File: src/rtl/led_scan_driver_pkg.sv
// rtl/led_scan_driver_pkg.sv - shared constants for the eight-digit LED scan driver
package led_scan_driver_pkg;

  localparam int NUM_DIGITS = 8;
  localparam logic [7:0] DIG_IDLE = 8'hFF;

  // Segment codes, bit6..0 = g..a, 1 = segment on
  localparam logic [6:0] SEG_0     = 7'h3F;
  localparam logic [6:0] SEG_1     = 7'h06;
  localparam logic [6:0] SEG_2     = 7'h5B;
  localparam logic [6:0] SEG_3     = 7'h4F;
  localparam logic [6:0] SEG_4     = 7'h66;
  localparam logic [6:0] SEG_5     = 7'h6D;
  localparam logic [6:0] SEG_6     = 7'h7D;
  localparam logic [6:0] SEG_7     = 7'h07;
  localparam logic [6:0] SEG_8     = 7'h7F;
  localparam logic [6:0] SEG_9     = 7'h67;
  localparam logic [6:0] SEG_BLANK = 7'h00;

endpackage

File: src/rtl/led_scan_driver_if.sv
// rtl/led_scan_driver_if.sv - data/load inputs and pin outputs of the LED scan driver
interface led_scan_driver_if;

  logic [31:0] bcdIn;
  logic [7:0]  dpIn;
  logic        load;
  logic        pendOut;
  logic [7:0]  segOut;
  logic [7:0]  digOut;
  logic        frameDone;

  modport master (
    output bcdIn, dpIn, load,
    input  pendOut, segOut, digOut, frameDone
  );

  modport slave (
    input  bcdIn, dpIn, load,
    output pendOut, segOut, digOut, frameDone
  );

endinterface

File: src/rtl/seg7_decode.sv
// rtl/seg7_decode.sv - BCD nibble to seven-segment pattern, non-decimal nibbles blank
module seg7_decode
  import led_scan_driver_pkg::*;
(
  input  logic [3:0] bcd,
  output logic [6:0] seg
);

  always_comb begin
    case (bcd)
      4'd0:    seg = SEG_0;
      4'd1:    seg = SEG_1;
      4'd2:    seg = SEG_2;
      4'd3:    seg = SEG_3;
      4'd4:    seg = SEG_4;
      4'd5:    seg = SEG_5;
      4'd6:    seg = SEG_6;
      4'd7:    seg = SEG_7;
      4'd8:    seg = SEG_8;
      4'd9:    seg = SEG_9;
      default: seg = SEG_BLANK;
    endcase
  end

endmodule

File: src/rtl/led_scan_driver.sv
// rtl/led_scan_driver.sv - 8-digit multiplexed seven-segment scanner; LED_SCAN_LZB_EN enables leading-zero blanking
module led_scan_driver
  import led_scan_driver_pkg::*;
#(
  parameter int DIGIT_CYCLES = 50000,
  parameter int BLANK_CYCLES = 500
)
(
  input  logic             clk,
  input  logic             rst,
  led_scan_driver_if.slave bus
);

  localparam int             CW       = $clog2(DIGIT_CYCLES);
  localparam logic [CW-1:0]  CNT_LAST = CW'(DIGIT_CYCLES - 1);
  localparam logic [CW-1:0]  CNT_SHOW = CW'(BLANK_CYCLES);
  localparam logic [2:0]     IDX_LAST = 3'(NUM_DIGITS - 1);

  logic [CW-1:0] cnt, cnt_n;
  logic [2:0]    idx, idx_n;
  logic [31:0]   pend_bcd, disp_bcd;
  logic [7:0]    pend_dp, disp_dp;
  logic          pend_flag;
  logic [7:0]    seg_q, dig_q;
  logic          frame_q;

  logic          last_cnt, boundary, show_n, lz_blank;
  logic [3:0]    digit_n;
  logic [6:0]    dec_seg;
  logic [7:0]    seg_n, dig_n;

  seg7_decode u_dec (
    .bcd (digit_n),
    .seg (dec_seg)
  );

  // Outputs are built from the next counter state so they line up with cnt/idx
  // in the cycle they are visible; display only changes into a BLANK cycle.
  always_comb begin
    last_cnt = (cnt == CNT_LAST);
    boundary = last_cnt && (idx == IDX_LAST);
    cnt_n    = last_cnt ? '0 : cnt + CW'(1);
    idx_n    = last_cnt ? idx + 3'd1 : idx;
    show_n   = (cnt_n >= CNT_SHOW);
    digit_n  = disp_bcd[{idx_n, 2'b00} +: 4];
`ifdef LED_SCAN_LZB_EN
    lz_blank = (idx_n != 3'd0) && ((disp_bcd >> {idx_n, 2'b00}) == 32'd0);
`else
    lz_blank = 1'b0;
`endif
    seg_n    = show_n ? {disp_dp[idx_n], (lz_blank ? SEG_BLANK : dec_seg)} : 8'h00;
    dig_n    = show_n ? ~(8'h01 << idx_n) : DIG_IDLE;
  end

  always_ff @(posedge clk or posedge rst) begin
    if (rst) begin
      cnt       <= '0;
      idx       <= 3'd0;
      pend_bcd  <= 32'd0;
      pend_dp   <= 8'd0;
      disp_bcd  <= 32'd0;
      disp_dp   <= 8'd0;
      pend_flag <= 1'b0;
      seg_q     <= 8'h00;
      dig_q     <= DIG_IDLE;
      frame_q   <= 1'b0;
    end else begin
      cnt     <= cnt_n;
      idx     <= idx_n;
      seg_q   <= seg_n;
      dig_q   <= dig_n;
      frame_q <= (cnt_n == CNT_LAST) && (idx_n == IDX_LAST);
      if (bus.load && boundary) begin
        disp_bcd  <= bus.bcdIn;
        disp_dp   <= bus.dpIn;
        pend_flag <= 1'b0;
      end else if (bus.load) begin
        pend_bcd  <= bus.bcdIn;
        pend_dp   <= bus.dpIn;
        pend_flag <= 1'b1;
      end else if (boundary && pend_flag) begin
        disp_bcd  <= pend_bcd;
        disp_dp   <= pend_dp;
        pend_flag <= 1'b0;
      end
    end
  end

  assign bus.pendOut   = pend_flag;
  assign bus.segOut    = seg_q;
  assign bus.digOut    = dig_q;
  assign bus.frameDone = frame_q;

endmodule

File: src/flat_wrapper.sv
// flat-port wrapper written by rule: the top's interface ports become plain ports
module led_scan_driver_flat import led_scan_driver_pkg::*;
#(
  parameter int DIGIT_CYCLES = 50000,
  parameter int BLANK_CYCLES = 500
)
  (clk, rst, bus_bcdIn, bus_dpIn, bus_load, bus_pendOut, bus_segOut, bus_digOut, bus_frameDone);
  led_scan_driver_if bus_i ();
  input  logic clk;
  input  logic rst;
  input wire logic [$bits(bus_i.bcdIn)-1:0] bus_bcdIn;
  input wire logic [$bits(bus_i.dpIn)-1:0] bus_dpIn;
  input wire logic [$bits(bus_i.load)-1:0] bus_load;
  output wire logic [$bits(bus_i.pendOut)-1:0] bus_pendOut;
  output wire logic [$bits(bus_i.segOut)-1:0] bus_segOut;
  output wire logic [$bits(bus_i.digOut)-1:0] bus_digOut;
  output wire logic [$bits(bus_i.frameDone)-1:0] bus_frameDone;
  assign bus_i.bcdIn = bus_bcdIn;
  assign bus_i.dpIn = bus_dpIn;
  assign bus_i.load = bus_load;
  assign bus_pendOut = bus_i.pendOut;
  assign bus_segOut = bus_i.segOut;
  assign bus_digOut = bus_i.digOut;
  assign bus_frameDone = bus_i.frameDone;
  led_scan_driver #(.DIGIT_CYCLES(DIGIT_CYCLES), .BLANK_CYCLES(BLANK_CYCLES)) u_core (.clk(clk), .rst(rst), .bus(bus_i));
endmodule
File: config.mk
export PLATFORM = sky130hd
export DESIGN_NAME = led_scan_driver_flat
export DESIGN_NICKNAME = d
export VERILOG_FILES = /design/src/rtl/led_scan_driver_pkg.sv /design/src/rtl/led_scan_driver_if.sv /design/src/rtl/seg7_decode.sv /design/src/rtl/led_scan_driver.sv /design/src/flat_wrapper.sv
export SDC_FILE = /design/constraint.sdc
export NUM_CORES = 1
export LEC_CHECK = 0
export CAP_MARGIN = 20
export CORE_AREA = 2 2 104 106
export CTS_CLUSTER_SIZE = 10
export DETAILED_ROUTE_END_ITERATION = 12
export DIE_AREA = 0 0 106 108
export PLACE_DENSITY_LB_ADDON = 0.05
export SYNTH_ARGS = -nofsm -noshare
export SYNTH_HDL_FRONTEND = slang
export SYNTH_HIERARCHICAL = 1
export SYNTH_SLANG_ARGS = --single-unit
File: constraint.sdc
create_clock -name clk -period 6.2 [get_ports clk]
set_clock_uncertainty 0.2 [all_clocks]
set_input_delay 1.55 -clock clk [delete_from_list [all_inputs] [get_ports clk]]
set_output_delay 1.55 -clock clk [all_outputs]
set_load 0.03 [all_outputs]
# Word-level counts from Yosys, hierarchy flattened
# Memory sizes are Yosys's and may differ from the RTL's.
# Cells that the tools add are included.
# word_totals
register_bits	117
rom_bits	112
inputBits	43
mem_count	1
# classes
n_addsub	2
n_lt_le_gt_ge	2
eq_ne	5
n_shift	2
mux	15
bitwise_logic	2
n_reduce_logical	8
# mem_list
name	depth	width	rd	rd_ports_with_merged_regs	wr	line_no	source
(no name shown)	16	7	1	0	0	seg7_decode.sv:10	case (bcd)
# ops
operator	n
32-bit two-way mux	3
8-bit two-way mux	5
16-bit equality test, second input constant	2
32-bit by 6-bit indexed part select with 4-bit output	1
16-bit by 1-bit adder with 16-bit output, second input constant	1
16-bit by 9-bit >= comparator with 1-bit output, second input constant	1
16-bit two-way mux	1
8-bit NOT	1
1-bit by 3-bit left shift with 8-bit output, first input constant	1
3-bit equality test, second input constant	2
1-bit logical AND	4
3-bit by 4-bit less-than comparator with 1-bit output, second input constant	1
1-bit two-way mux	4
2-bit AND reduction	2
3-bit by 1-bit adder with 3-bit output, second input constant	1
1-bit binary-select mux with 3-bit select	1
3-bit two-way mux	1
3-bit nonzero test	1
2-bit by 1-bit != test with 1-bit output, second input constant	1
2-bit nonzero test	1
1-bit NOT	1

# Depth between registers and ports, before layout
# Gate-level depths: netlist of run 1.
# depth
ltp_word	6
depth_mapped	16
ltp_nobuf	13

# Hierarchy
# Netlist of run 1, hierarchy kept.
# modules_own_cells
module	n_inst	cells_each	area_per_inst_um2	seq_area_each_um2
led_scan_driver	1	522	5560.3	2937.8
seg7_decode	1	27	187.7	0.0

# Worst setup path before layout of run 1
# No wires, ideal clock.
# synth_path
kind	register to register
from	reg u_core.cnt[0]
to	reg u_core.seg_q[3] (netlist: u_core/bus.segOut[3])
setup_time_ns	0.119
arrival_ns	2.997
slack_ns	2.884
path_stages_with_launch	16
path_buffers	3
period_less_slack_ns	3.316
path_cell_list	dfrtp_1 > ha_1 > nand3_2 > buf_2 > or2_1 > buf_2 > mux2i_4 > inv_1 > clkbuf_1 > nor2_1 > a21oi_1 > inv_1 > ha_1 > a21oi_1 > o22ai_1 > and2_1
# synth_between
elab_chain_cells	5
elab_cells_between_ends	8
cone_classes	1 x add/sub; 1 x order compare; 1 x eq/ne; 1 x shift; 3 x mux; 1 x memory
# synth_lines
item	line_no	source
from (decl)	led_scan_driver.sv:19	logic [CW-1:0] cnt, cnt_n;
from (signal assigned)	led_scan_driver.sv:68	cnt <= cnt_n;
16-bit equality test	led_scan_driver.sv:40	last_cnt = (cnt == CNT_LAST);
3-bit two-way mux	led_scan_driver.sv:43	idx_n = last_cnt ? idx + 3'd1 : idx;
net u_core.idx_n[2]	led_scan_driver.sv:20	logic [2:0] idx, idx_n;
32-bit by 6-bit indexed part select with 4-bit output	led_scan_driver.sv:45	digit_n = disp_bcd[{idx_n, 2'b00} +: 4];
net u_core.digit_n[1]	led_scan_driver.sv:28	logic [3:0] digit_n;
memory read 16 x 7 bit	--	
net u_core.dec_seg[3]	led_scan_driver.sv:29	logic [6:0] dec_seg;
8-bit two-way mux	led_scan_driver.sv:51	seg_n = show_n ? {disp_dp[idx_n], (lz_blank ? SEG_BLANK : dec_seg)} : 8'h00;
net u_core.seg_n[3]	led_scan_driver.sv:30	logic [7:0] seg_n, dig_n;
to (signal assigned)	led_scan_driver.sv:70	seg_q <= seg_n;
to (decl)	led_scan_driver.sv:24	logic [7:0] seg_q, dig_q;
# The timed path passes the listed nets, and every way through them passes these cells.
# A chain may end at the register's enable or synchronous reset.

# Worst setup path after layout of run 1
# layout_path
from	reg u_core.idx[0]
to	reg u_core.seg_q[3] (netlist: u_core/bus.segOut[3])
# layout_between
elab_chain_cells	5
# layout_lines
item	line_no	source
from (decl)	led_scan_driver.sv:20	
from (signal assigned)	led_scan_driver.sv:69	idx <= idx_n;
3-bit by 1-bit adder with 3-bit output	led_scan_driver.sv:43	
3-bit two-way mux (*)	led_scan_driver.sv:43	
32-bit by 6-bit indexed part select with 4-bit output (*)	led_scan_driver.sv:45	
net u_core.digit_n[1]	led_scan_driver.sv:28	
memory read 16 x 7 bit (*)	--	
net u_core.dec_seg[3]	led_scan_driver.sv:29	
8-bit two-way mux (*)	led_scan_driver.sv:51	
net u_core.seg_n[3]	led_scan_driver.sv:30	
# Mark *: on every way through the listed nets, which the timed path passes. The rest lies on a longest branch.

==> impl_results.md, run 1 <==
- Status: finished, final reports clean
- Setup violators final: 0
- Vias per cell: 5.85
- Distinct cell type count after synthesis: 59
- Setup TNS: 0 ps
- Total Wirelength: 12.4 mm
- Worst skew pair latency: about 530 ps
- Synth Area per Inst: 10.5 µm²
- Top FF cell, synth: dfrtp_1
- Initial antenna violation count: 0
- Req. time, crit path: 6410 ps
- RSZ-0062 raised after global routing: false
- Max-cap violations: 0
- Max IR drop VDD: between 0.15 and 0.2 mV
- Fin Hold WS: roughly 280 ps
- First-pass detailed-route iteration total: 5
- TritonCTS sink count: roughly 120
- Min Clock Period, post-route: 4640 ps
- Final Cycle Share: between 70% and 80%
- All-Layer GR Usage: 23.1%
- H-tree depth: 4
- Starting Density: 56.2%
- Fin. Hold Viols: 0
- F_max: 0.215 GHz
- # rows: 37
- Worst Tran Pin Value: between 1000 and 1500 ps
- Leading cell type in the layout, fill and taps excluded: dfrtp_1
- Detailed Route Iter0 Violations: 226
- Core area: about 10000 µm²
- Vias in the first global route: 4330
- Die Area: ~11000 µm²
- Clk buf depth: 2
- Fraction of registers with async set/reset: 100%
- Slew margin rel.: 25.7%
- Layout area overhead: 22.6%
- CTS buffer count: 17
- Ys Warns: 6
- Die Y: approximately 110 µm
- Setup Crit Path Kind: flip-flop to flip-flop
- Worst min-delay path category: flip-flop to flip-flop
- Antenna-violating nets left: 0
- CTS Hold Bufs: 0
- Post-synthesis instance total: 549
- Most frequent cells in the layout: dfrtp_1 (109), clkdlybuf4s50_1 (60), nand2_1 (53)
- Boundary pin count: 61
- Layout Utilization: 68.9%
- DRC violations left: 0
- Slew Viols, Final: 0
- CTS resizes: 0
- P_leak: 2.96 nW
- Antenna Diode Count: 0
- Area of the mapped netlist: 5750 µm²
- Worst Path Max Fanout: 26
- Setup bufs post-CTS: 0
- First-pass GRT wire length: between 20 and 25 mm
- Via count: 4377
- Worst setup EP type: flip-flop
- Number of synthesized flops with an enable pin: 0
- Largest net degree at the start of global routing: 90
- CTS clk-pin slew, worst paths: 60 ps
- Fin nets: around 650
- Root Driver: clkbuf_8
- Die W: 106 µm
- Post-Syn Nets: 602
- Register area share after synthesis: 51.1%
- CTS tree: built
- GRT overflow: 0
- WP data arrival: 4860 ps
- Share of layout cells above drive strength 1: 17.0%
- Crit path launch type: flip-flop
- Overall power: 0.00192 W
- Wire per inst: approximately 17 µm
- Yosys reg bits: ~120
- PortBufs: 60
- Power per cell area: 272 nW/µm²
- Fillers: 816
- GP Congestion: 0.832
- Dpl hpwl: 8.14 mm
cell usage after synthesis, types with 2 or more instances:
| library cell | n | area [µm²] |
|---|---|---|
| xor2_1 | 7 | 61.3 |
| or3_1 | 2 | 12.5 |
| o22ai_1 | 21 | 131 |
| and2_1 | 34 | 213 |
| xnor2_1 | 9 | 78.8 |
| clkbuf_1 | 25 | 93.8 |
| mux2_2 | 41 | 462 |
| nand3_1 | 13 | 65.1 |
| and3_1 | 3 | 18.8 |
| dfstp_2 | 8 | 210 |
| a2111oi_0 | 2 | 17.5 |
| o211ai_1 | 3 | 22.5 |
| buf_1 | 4 | 15.0 |
| nor2_1 | 26 | 97.6 |
| buf_6 | 2 | 22.5 |
| a22oi_1 | 8 | 60.1 |
| buf_2 | 5 | 25.0 |
| dfrtp_1 | 109 | 2730 |
| nor2b_1 | 3 | 18.8 |
| inv_1 | 16 | 60.1 |
| o21ai_0 | 40 | 200 |
| nand2_1 | 53 | 199 |
| mux2i_1 | 16 | 160 |
| ha_1 | 10 | 125 |
| nand4_1 | 4 | 25.0 |
| a31oi_1 | 29 | 181 |
| a221o_1 | 2 | 20.0 |
| nor3_1 | 4 | 20.0 |
| a21oi_1 | 16 | 80.1 |
| o21ai_1 | 2 | 10.0 |
| a221oi_1 | 4 | 35.0 |
through the flow:
stage,std cells,area [µm²],worst slack (ps)
floorplan,549,5750,1360
CTS,746,6990,1610
finish,748,7050,1560
global route,748,7050,1260
global placement,713,6410,1450
detailed placement,714,6410,1440
flip-flops by register name (all words and copies together) (netlist names):
register / count
u_core/disp_bcd: 32
u_core/pend_bcd: 32
u_core/cnt: 16
u_core/bus.digOut: 8
u_core/bus.segOut: 8
u_core/disp_dp: 8
u_core/pend_dp: 8
u_core/idx: 3
u_core/bus.frameDone: 1
u_core/bus.pendOut: 1
where the power goes:
part	internal (W)	leakage (nW)	total, W	switching [W]
combinational	0.0000777	1.23	0.000143	0.0000657
sequential	0.000802	1.46	0.000825	0.0000223
clock	0.000585	0.274	0.000949	0.000363
final cells by class:
class | count | area [µm²] | area share, %
flip-flops and latches | 117 | 2940 | 41.7
multi-input cells | 380 | 2610 | 37.0
repair buffers | 67 | 693 | 9.83
clock buffers | 18 | 428 | 6.07
well taps | 136 | 170 | 2.41
clock inverters | 14 | 153 | 2.17
inverters | 16 | 62.6 | 0.887
worst paths after layout:
check | startpoint | end | slack, ps | cells after the start
hold / removal | u_core/disp_bcd[11]$_DFFE_PP0P_ | u_core/disp_bcd[11]$_DFFE_PP0P_ | 280 | 2
max in group asynchronous | rst | u_core/bus.digOut[7]$_DFF_PP1_ | 3600 | 4
min in group asynchronous | rst | u_core/disp_bcd[17]$_DFFE_PP0P_ | 1100 | 2
setup reg to reg | u_core/idx[0]$_DFF_PP0_ | u_core/bus.segOut[3]$_DFF_PP0_ | 1560 | 13
hold reg to reg | u_core/disp_bcd[11]$_DFFE_PP0P_ | u_core/disp_bcd[11]$_DFFE_PP0P_ | 280 | 2
setup / recovery | u_core/idx[0]$_DFF_PP0_ | u_core/bus.segOut[3]$_DFF_PP0_ | 1560 | 13
logic make-up after synthesis:
kind of cell	synth area share (%)
muxes	11.2
and+or+nand+nor	14.5
adders and majority gates	2.18
buffers and inverters	3.77
DFF	51.1
xor gates and xnor gates	2.44
AOI/OAI and AO/OA	14.8
layer usage:
layer / global-route usage [%] / routed length (µm) / vias to the layer above
met2: 37.6 / 6160 / 130
li1: - / - / 2057
met5: 0 / 0 / -
met3: 5.85 / 612 / 16
met1: 29.6 / 5430 / 2174
met4: 10.5 / 192 / 0
critical path: stages, from the launching register on:
cell     delay [ps]
dfrtp_1        1070
ha_1            420
inv_1            80
or3_1           420
o22ai_1         510
buf_4           280
a221o_1         160
nor2_1           40
a21oi_1         470
inv_1           210
ha_1            270
a21oi_1         160
o22ai_1          90
and2_1          150
Power figures use the tool's default switching activity.
==> run 2: changes to the inputs <==
clock period = 4.3 ns   (was 6.2 ns; I/O delays follow)
==> run 2 against run 1 <==
  * Clock power rose by 43%
  * Sequential power up 44%
  * Combinational power increased by 48%
  * Critical endpoint is now u_core/bus.segOut[0]$_DFF_PP0_
==> impl_results.md, run 2 (synthesis results as in run 1) <==
- Total Wirelength: 13.0 mm
- Fin Hold WS: 285 ps
- Max IR drop VDD: 0.403 mV
- Fin. Hold Viols: 0
- PortBufs: 60
- WP data arrival: 4060 ps
- First-pass GRT wire length: 21.9 mm
- Worst min-delay path category: flip-flop to flip-flop
- Worst Path Max Fanout: 12
- CTS Hold Bufs: 0
- Antenna-violating nets left: 0
- Worst setup EP type: flip-flop
- Setup violators final: 0
- Die W: 106 µm
- Largest net degree at the start of global routing: between 40 and 50
- Clk buf depth: 2
- Fin nets: 656
- Sw Share: between 20% and 30%
- RSZ-0062 raised after global routing: false
- Detailed Route Iter0 Violations: approximately 340
- Initial antenna violation count: 0
- H-tree depth: 4
- GRT overflow: 0
- Boundary pin count: 61
- Fillers: 793
- Switching Power: 0.000590 W
- P_leak: between 2 and 3 nW
- Status: finished, final reports clean
- Vias in the first global route: 4395
- Worst skew pair latency: 520 ps
- First-pass detailed-route iteration total: 5
- CTS clk-pin slew, worst paths: ~50 ps
- Starting Density: 56.2%
- Min Clock Period, post-route: 3800 ps
- Logic gate share of total power: 7.7%
- Slew Viols, Final: 0
- GP Congestion: 0.851
- Placed Area: 6460 µm²
- Setup TNS: 0 ps
- Register Area: between 2000 and 3000 µm²
- Power per cell area: about 390 nW/µm²
- Req. time, crit path: ~4600 ps
- Via count: 4366
- Layout area overhead: 23.2%
- F_max: about 0.26 GHz
- Leading cell type in the layout, fill and taps excluded: dfrtp_1
- Max-cap violations: 0
- Flop pwr share: 43.1%
- CTS buffer count: 17
- Root Driver: clkbuf_8
- Die Area: 11400 µm²
- Core area: ~10000 µm²
- Dpl hpwl: about 8.7 mm
- TritonCTS sink count: around 120
- Footprint of the multi-input gates: 2610 µm²
- Setup Crit Path Kind: flip-flop to flip-flop
- Top flop regs: u_core/disp_bcd: 32 flops, u_core/pend_bcd: 32 flops, u_core/cnt: 16 flops
- Pint: 0.00217 W
- Crit path launch type: flip-flop
- Slew margin rel.: 30.9%
- Share of layout cells above drive strength 1: ~17%
- Design Area, Final: 7080 µm²
- Clock power frac: 49.2%
- Die Y: 108 µm
- Vias per cell: 5.81
- Wire per inst: 17.3 µm
- Antenna Diode Count: 0
- # rows: 37
- Most frequent cells in the layout: dfrtp_1 (109), clkdlybuf4s50_1 (60), nand2_1 (53)
- Worst Tran Pin Value: 1030 ps
- Final Cycle Share: 88.5%
- CTS tree: built
- All-Layer GR Usage: approximately a quarter
- DRC violations left: 0
==> run 2: changes by cell type in the layout (fill, tap and decap cells not counted), sizes merged <==
cell,delta
clkinv,-3
clkinvlp,-3
clkbuf,+10
buf,+4
inv,-4
==> run 2: stage by stage <==
| stage | worst slack (ps) | cells | utilization, % | total power (W) |
|---|---|---|---|---|
| 2_1_floorplan | 984 | 549 | - | 0.00133 |
| 3_3_place_gp | 617 | 718 | 63.1 | 0.00141 |
| 3_5_place_dp | 309 | 718 | 63.1 | 0.00142 |
| 4_1_cts | 309 | 750 | 68.7 | 0.00279 |
| 5_1_grt | 63.7 | 752 | 69.2 | 0.00287 |
| 6_report | 496 | 752 | 69.2 | 0.00276 |
==> run 2: final cells by class <==
type | count | share of cell area [%]
Clock buffer | 28 | 7.14
Clock inverter | 4 | 0.990
Inverter | 16 | 0.901
Multi-Input combinational cell | 380 | 36.9
Sequential cell | 117 | 41.5
Tap cell | 136 | 2.40
Timing Repair Buffer | 71 | 10.2
==> run 2: metal layers <==
layer	up-vias	track usage, %	part of all wire [%]
met5	-	0	0
met4	0	10.3	2.1
met3	26	7.05	4.6
met2	114	40.2	49
met1	2157	32.0	45
li1	2069	-	-
==> run 2: power groups by stage <==
stage	Clock, W	Combinational (W)	Sequential (W)
2_1_floorplan	0	0.000131	0.00120
3_3_place_gp	0	0.000201	0.00121
3_5_place_dp	0	0.000210	0.00121
4_1_cts	0.00138	0.000211	0.00119
5_1_grt	0.00144	0.000237	0.00120
6_report	0.00136	0.000212	0.00119
==> run 2: worst paths after layout <==
check                           cells past startpoint                     startpoint  slack, ps                               to
worst max-delay path                               13        u_core/cnt[0]$_DFF_PP0_        500   u_core/bus.segOut[0]$_DFF_PP0_
worst min-delay path                                2  u_core/disp_dp[5]$_DFFE_PP0P_        290    u_core/disp_dp[5]$_DFFE_PP0P_
worst max register to register                     13        u_core/cnt[0]$_DFF_PP0_        500   u_core/bus.segOut[0]$_DFF_PP0_
worst min register to register                      2  u_core/disp_dp[5]$_DFFE_PP0P_        290    u_core/disp_dp[5]$_DFFE_PP0P_
max in group asynchronous                           4                            rst       2610  u_core/pend_bcd[13]$_DFFE_PP0P_
min in group asynchronous                           3                            rst        790  u_core/disp_bcd[21]$_DFFE_PP0P_
==> run 2: timing repair <==
item	4_1_cts	5_1_grt
resized for setup	0	1
buffers inserted	0	0
setup endpoints to repair	0	2
==> run 2: critical path, stage by stage, from the launching register on <==
cell and delay [ps]:
dfrtp_1 410, ha_1 270, nand3_2 250, or2_1 460, mux2i_4 300, inv_1 350
nor2_1 100, a21oi_1 420, inv_1 200, ha_1 230, nor2_1 160, nor2_1 70
o22ai_1 130, and2_1 160
==> run 3: changes to the inputs <==
SKIP_CTS_REPAIR_TIMING = 1   (was unset)
==> results of run 3 <==
No change in the layout: final DEF, timing and power equal those of run 2.
